$ cat config.mk
export PLATFORM = sky130hd
export DESIGN_NAME = cpu_sequencer
export DESIGN_NICKNAME = d
export VERILOG_FILES = /design/src/rtl/cpu_sequencer.sv
export SDC_FILE = /design/constraint.sdc
export NUM_CORES = 1
export LEC_CHECK = 0
export CAP_MARGIN = 10
export CORE_MARGIN = 4
export CORE_UTILIZATION = 47
export CTS_CLUSTER_SIZE = 24
export DETAILED_ROUTE_END_ITERATION = 12
export PLACE_DENSITY_LB_ADDON = 0.05
export REMOVE_ABC_BUFFERS = 1
export SLEW_MARGIN = 20
export SYNTH_ARGS = -nofsm -noshare
export SYNTH_HDL_FRONTEND = slang
export SYNTH_SLANG_ARGS = --single-unit
$ cat constraint.sdc
create_clock -name i_clk -period 3.3 [get_ports i_clk]
set_input_delay 0.33 -clock i_clk [delete_from_list [all_inputs] [get_ports i_clk]]
set_output_delay 0.33 -clock i_clk [all_outputs]
set_load 0.03 [all_outputs]
$ cat src/rtl/cpu_sequencer.sv
// Fetch/decode/execute controller for the 16x8 accumulator-style CPU.
// Owns pc, ir and flags; drives memory, register file and ALU controls.
module cpu_sequencer (
  input  logic       i_clk,
  input  logic       i_rst,
  input  logic       i_run,
  input  logic [7:0] i_mem_rdata,
  input  logic       i_alu_neg,
  input  logic       i_alu_zero,
  input  logic       i_alu_of,
  output logic [3:0] o_mem_addr,
  output logic       o_mem_rd,
  output logic       o_mem_wr,
  output logic [1:0] o_rf_raddr_a,
  output logic [1:0] o_rf_raddr_b,
  output logic       o_rf_we,
  output logic [1:0] o_rf_waddr,
  output logic       o_rf_wsel,
  output logic [1:0] o_alu_op,
  output logic [3:0] o_pc,
  output logic [7:0] o_ir,
  output logic       o_flag_neg,
  output logic       o_flag_zero,
  output logic       o_flag_of,
  output logic       o_halted,
  output logic [7:0] o_retired
);

  typedef enum logic [2:0] {
    S_FETCH,
    S_DECODE,
    S_EXEC,
    S_WB,
    S_HALTED
  } state_t;

  state_t     r_state;
  state_t     w_next;
  logic [3:0] r_pc;
  logic [7:0] r_ir;
  logic       r_neg;
  logic       r_zero;
  logic       r_of;
  logic [7:0] r_retired;

  logic [3:0] w_pc_nxt;
  logic       w_ir_ld;
  logic       w_flag_en;
  logic       w_retire;
  logic [3:0] w_opc;
  logic [3:0] w_opd;

  assign w_opc = r_ir[7:4];
  assign w_opd = r_ir[3:0];

  always_comb begin
    w_next       = r_state;
    w_pc_nxt     = r_pc;
    w_ir_ld      = 1'b0;
    w_flag_en    = 1'b0;
    w_retire     = 1'b0;
    o_mem_addr   = 4'd0;
    o_mem_rd     = 1'b0;
    o_mem_wr     = 1'b0;
    o_rf_raddr_a = 2'd0;
    o_rf_raddr_b = 2'd0;
    o_rf_we      = 1'b0;
    o_rf_waddr   = 2'd0;
    o_rf_wsel    = 1'b0;
    o_alu_op     = 2'd0;
    unique case (r_state)
      S_FETCH: begin
        if (i_run) begin
          o_mem_addr = r_pc;
          o_mem_rd   = 1'b1;
          w_next     = S_DECODE;
        end
      end
      S_DECODE: begin
        w_ir_ld  = 1'b1;
        w_pc_nxt = r_pc + 4'd1;
        w_next   = S_EXEC;
      end
      S_EXEC: begin
        w_next   = S_FETCH;
        w_retire = 1'b1;
        unique case (w_opc)
          4'h0: ;
          4'h1: w_next = S_HALTED;
          4'h2: w_pc_nxt = w_opd;
          4'h3: if (r_neg) w_pc_nxt = w_opd;
          4'h4, 4'h5, 4'h6, 4'h7: begin
            o_mem_addr = w_opd;
            o_mem_rd   = 1'b1;
            w_next     = S_WB;
            w_retire   = 1'b0;
          end
          4'h8, 4'h9, 4'hA, 4'hB: begin
            // reset aborts the store so no partial instruction lands
            o_rf_raddr_a = w_opc[1:0];
            o_mem_addr   = w_opd;
            o_mem_wr     = ~i_rst;
          end
          default: begin
            o_rf_raddr_a = r_ir[3:2];
            o_rf_raddr_b = r_ir[1:0];
            o_rf_we      = ~i_rst;
            o_rf_waddr   = r_ir[3:2];
            o_rf_wsel    = 1'b1;
            o_alu_op     = w_opc[1:0];
            w_flag_en    = 1'b1;
          end
        endcase
      end
      S_WB: begin
        o_rf_we    = ~i_rst;
        o_rf_waddr = w_opc[1:0];
        o_rf_wsel  = 1'b0;
        w_retire   = 1'b1;
        w_next     = S_FETCH;
      end
      S_HALTED: ;
      default: w_next = S_FETCH;
    endcase
  end

  always_ff @(posedge i_clk) begin
    if (i_rst) begin
      r_state   <= S_FETCH;
      r_pc      <= 4'd0;
      r_ir      <= 8'd0;
      r_neg     <= 1'b0;
      r_zero    <= 1'b0;
      r_of      <= 1'b0;
      r_retired <= 8'd0;
    end else begin
      r_state <= w_next;
      r_pc    <= w_pc_nxt;
      if (w_ir_ld) r_ir <= i_mem_rdata;
      if (w_flag_en) begin
        r_neg  <= i_alu_neg;
        r_zero <= i_alu_zero;
        r_of   <= i_alu_of;
      end
      if (w_retire) r_retired <= r_retired + 8'd1;
    end
  end

  assign o_pc        = r_pc;
  assign o_ir        = r_ir;
  assign o_flag_neg  = r_neg;
  assign o_flag_zero = r_zero;
  assign o_flag_of   = r_of;
  assign o_halted    = (r_state == S_HALTED);
  assign o_retired   = r_retired;

endmodule

Yosys cells after proc, flatten, opt, wreduce, memory -nomap -nowiden
Cells that the tools add are included.

Bits in read-only memories: 0. Memories kept: 0. Input bits: 14. Bits in registers: 26. Logic and storage cells: 68. Output and inout bits: 40. Bits in latches: 0. Memory bits (writable): 0.

Order comparisons: 0. Shift operators: 0. Add/subtract/negate cells: 2. Muxes and demuxes: 29. Bitwise gates (word level): 2. Reductions and logical operators: 10. Multiply operators: 0. Divide/modulo/power cells: 0. Equality and inequality tests: 18.

Operators by type and width (number): 4-bit one-hot mux with 2 select lines (3); 4-bit by 3-bit == test with 1-bit output, second input constant (4); 4-bit == test, second input constant (4); 8-bit OR reduction (2); 2-bit two-way mux (6); 4-bit two-way mux (3); 3-bit one-hot mux with 4 select lines (1); 12-bit OR reduction (1); 1-bit two-way mux (9); 8-bit by 1-bit adder with 8-bit output, second input constant (1); 4-bit by 2-bit == test with 1-bit output, second input constant (2); 2-bit one-hot mux with 2 select lines (2); 4-bit OR reduction (2); 3-bit by 2-bit == test with 1-bit output, second input constant (2); 1-bit one-hot mux with 2 select lines (3); 3-bit one-hot mux with 2 select lines (1); 4-bit by 1-bit adder with 4-bit output, second input constant (1); 4-bit by 1-bit == test with 1-bit output, second input constant (1); 4-bit zero test (1); 3-bit by 1-bit == test with 1-bit output, second input constant (1); 3-bit == test, second input constant (1); 3-bit zero test (1); 3-bit two-way mux (1); 3-bit by 2-bit != test with 1-bit output, second input constant (1); 6 further kinds (7).

Longest topological paths before layout
Gate-level depths: netlist of the first run.

Word-level depth: 4. Mapped depth: 6. Mapped depth without buffers: 5.

Worst setup path before layout of the first run
OpenSTA, ideal clock, no wires.

Kind: flip-flop to output port. From: register r_ir[7], in the netlist o_ir[7]. To: output o_mem_wr. Setup slack: 1.458 ns. Cell stages (with the launch flop): 4. Required time: 2.970 ns. Arrival time: 1.512 ns. Path buffers: 1. Cells stage by stage: dfxtp_1 -> buf_2 -> nand3_1 -> nor3_1.

Cells in the longest elaborated chain, start to end: 4. Elaborated cells on any way between the ends: 7. Those cells by class: eq/ne (4); mux (2); reduce/logical (1).

RTL lines: start, declared (RTL line 40) `logic [7:0] r_ir;`; start signal, assigned (RTL line 139) `if (w_ir_ld) r_ir <= i_mem_rdata;`; 4-bit == test (RTL line 87) `unique case (w_opc)`; 4-bit OR reduction *; 1-bit two-way mux * (RTL line 87); 1-bit two-way mux * (RTL line 71) `unique case (r_state)`; end, declared (RTL line 13) `output logic o_mem_wr,`.

Mark *: on every way between the ends. The rest lies on a longest branch, timed or not.

Final worst setup path of the first run
From: register r_state[1]. To: output o_mem_addr[0].

Cells in the longest elaborated chain, start to end: 2. Elaborated cells on any way between the ends: 3. Those cells by class: eq/ne (1); mux (1); reduce/logical (1).

RTL lines: start, declared (RTL line 37) `state_t r_state;`; start signal, assigned (RTL line 137) `r_state <= w_next;`; 3-bit by 2-bit == test with 1-bit output / 3-bit zero test (equally long branches) (RTL line 71); 4-bit one-hot mux with 2 select lines * (RTL line 71); end, declared (RTL line 11) `output logic [3:0] o_mem_addr,`.

Marks and branches as above.

==> results.yml, run 1 <==
power:
  p_total_mw: 0.619
  powerDensity_mw_per_mm2: 313
  p_seq_frac: 0.553
  internal-power_mw: 0.443
  p_leak_nw: 0.701
  peakVddDrop_mv: 0.158
  p_clk_frac: 0.274
  pwr-share-comb: 0.173
  p_switching_mw: 0.176
  swShare: 0.284
status:
  status: "complete, no violations"
finish:
  final_cell_area_mm2: 0.00198
  fin_cells: 233
  drive_gt1_frac: 0.0693
  nNetsFinal: 219
  area_growth_pct: 38.6
  diodes: 0
cts:
  cts_setup_buffers: 0
  clock_path_buffers: 2
  cts_made_buffers: 3
  hold_buffers: 0
  cts_root_buf: "clkbuf_4"
  h-tree-depth: 1
  clkSlewWorstSetupHoldPaths_ns: 0.15
  cts_tree: "done"
  cts.sinks: 26
  cts_resized: 0
  clk_latency_ns: 0.33
sta:
  timing.final.crit_share: 0.890
  drv_slew: 0
  relSlewSlack: 0.623
  final_hold_viol_count: 0
  tns_ns: 0
  fin_skew_ns: 0.00588
  rsz0062_at_grt: "false"
  finalSetupViolations: 0
  fin_crit_ns: 2.94
  fmax_mhz: 341
  tightest_slew_ns: 0.562
placed_design:
  placed_area_mm2: 0.00194
  place_congestion: 0.744
  placedCellCount: 229
  port_buffers: 53
  dp_hpwl_um: 2660
global_route:
  track_usage: 0.190
  grt_max_degree: 17
  globalRouteOverflowTotal: 0
  grt_pass1_wl_um: 6100
  antenna_found_initial: 0
  first_global_vias: 1325
yosys:
  ys.flop_type: "dfxtp_1"
  synth_common_cells: "dfxtp_1 (26), nor2_1 (25), mux2i_1 (16), a21oi_1 (7), nor3_1 (6)"
  syn_area_per_cell_um2: 9.33
  synth_simple_gate_area_share: 0.284
  ys_warn_count: 0
  synth-adder-area-share: 0.0175
  synth-edff-count: 0
  synthArstFlopShare: 0
  ys_ff_latch: 26
  syn_area_mm2: 0.00143
  syn_inst: 153
  synth_compound_area_frac: 0.117
  synth_most_common_cell: "dfxtp_1"
  synth_xor_xnor_area_share: 0.0429
  synth_seq_area_share: 0.365
  synthMuxAreaShare: 0.120
  synth_top_area_frac: 0.365
  synth_top_family_by_area: "simple AND/OR/NAND/NOR gates"
  synth_cell_types: 36
  synthTopCellsByArea: "dfxtp_1 (36%), mux2i_1 (11%), nor2_1 (6.6%)"
  synth_top_area_cell: "dfxtp_1"
worst_setup_path:
  critPathLaunch: "r_state[1]"
  startpoint_type: "flip-flop"
  required_ns: 2.97
  endpoint_kind: "primary output"
  arrival_ns: 2.61
  worstPathMaxFanout: 11
  critPathKind: "flip-flop to primary output"
  ff2ff_path_depth: 5
  critPathCapture: "o_mem_addr[0]"
  rr_startpoint: "r_state[0]"
  ff2ff_setup_slack_ns: 1.32
  r2r_end: "o_pc[0]"
floorplanning:
  coreArea_mm2: 0.00283
  fp.dieW_um: 63.1
  start_util: 0.505
  die_h_um: 63.1
  num_io_pins: 54
  die-area_mm2: 0.00398
  fp-row-count: 19
detailed_routing:
  firstDrtPassIters: 7
  vias: 1280
  drc: 0
  ant_nets: 0
  drtIter0Drc: 44
  vias_per_cell: 5.49
  drt-total-wl_um: 3610
  wl_per_cell_um: 15.5
run:
  max_cap_viol_count: 0
hold_path:
  hold_class: "flip-flop to flip-flop"
[cell families after synthesis]
kind of cell / Yosys count
AOI/OAI and AO/OA: 22
buffers and inverters: 11
xor gates and xnor gates: 7
DFF: 26
muxes: 17
and+or+nand+nor: 68
adders and majority gates: 2
[power by group through the flow]
stage	sequential (mW)	combinational (mW)	clock (mW)
4_1_cts	0.343	0.108	0.170
3_5_place_dp	0.349	0.107	0
3_3_place_gp	0.348	0.105	0
5_1_grt	0.345	0.115	0.188
6_report	0.343	0.107	0.170
2_1_floorplan	0.358	0.0445	0
[worst min-delay path by stage]
stage / start / endpoint / slack, ns / depth (start not counted)
2_1_floorplan: i_rst / o_pc[0] / 0.40 / 1
3_3_place_gp: o_retired[7] / o_retired[7] / 0.47 / 2
3_5_place_dp: o_retired[7] / o_retired[7] / 0.48 / 2
4_1_cts: o_retired[7] / o_retired[7] / 0.50 / 2
5_1_grt: o_retired[7] / o_retired[7] / 0.52 / 2
6_report: o_retired[7] / o_retired[7] / 0.50 / 2
[state kept, by name (all words and copies together), names as in the netlist]
name	count
o_retired	8
o_flag_neg	1
r_state	3
o_flag_zero	1
o_pc	4
o_flag_of	1
o_ir	8
[worst max-delay path, stage by stage (launching register included)]
cell and delay (ns):
dfxtp_1 0.65, nand2b_1 0.18, nor3_1 0.51, a22o_1 0.25, clkdlybuf4s50_1 0.68
[per-stage QoR]
step,utilization,hold WS (ns),setup WS [ns]
floorplan,-,0.399,1.30
global placement,0.686,0.466,0.801
detailed placement,0.686,0.484,0.759
CTS,0.699,0.503,0.381
global route,0.699,0.521,0.175
finish,0.699,0.499,0.364
[per-layer routing]
layer | vias to the layer above | wire length, µm | global-route usage
met4 | 0 | 20 | 0.0634
met5 | - | 0 | 0
met2 | 29 | 1860 | 0.348
li1 | 646 | - | -
met1 | 603 | 1560 | 0.214
met3 | 2 | 164 | 0.0444
[final cells by class]
type	instances	area [µm²]
flip-flops and latches	26	520
repair buffers	56	553
fillers	238	851
clock buffers	4	36.3
multi-input cells	116	830
well taps	31	38.8
[placed cells by master, fill, tap and decap left out]
cell type	synthesis	layout
dfxtp_1	26	26
clkbuf_4	0	3
and2_1	5	5
a21oi_1	7	7
nor3_1	6	6
buf_4	3	3
nand3b_1	1	1
nor3b_1	3	3
xnor2_1	5	5
a41oi_4	1	1
nand2b_1	3	3
o21ai_1	2	2
nor4b_2	1	1
clkbuf_8	0	1
a31oi_1	1	1
a22o_1	4	4
mux2i_1	16	16
a21o_1	3	3
xor2_1	2	2
nor2_1	25	25
nand4b_4	1	1
a32o_1	2	2
mux2_2	1	1
nand2_1	3	3
o21ai_0	2	2
nor3b_2	2	2
clkdlybuf4s50_1	0	53
ha_1	2	2
nor3b_4	1	1
and4_1	1	1
nor4_1	1	1
nand4_1	2	2
or3_1	2	2
nor2b_1	4	4
or3b_1	2	2
nand3_1	5	5
(Power assumes the default switching activity.)
==> inputs of run 2 (changes only) <==
--- a/config.mk
+++ b/config.mk
@@ -12,7 +12,7 @@
 export DETAILED_ROUTE_END_ITERATION = 12
 export PLACE_DENSITY_LB_ADDON = 0.05
 export REMOVE_ABC_BUFFERS = 1
-export SLEW_MARGIN = 20
+export SLEW_MARGIN = 40
 export SYNTH_ARGS = -nofsm -noshare
 export SYNTH_HDL_FRONTEND = slang
 export SYNTH_SLANG_ARGS = --single-unit
==> results of run 2 <==
No change in the layout: final DEF, timing and power equal those of run 1.
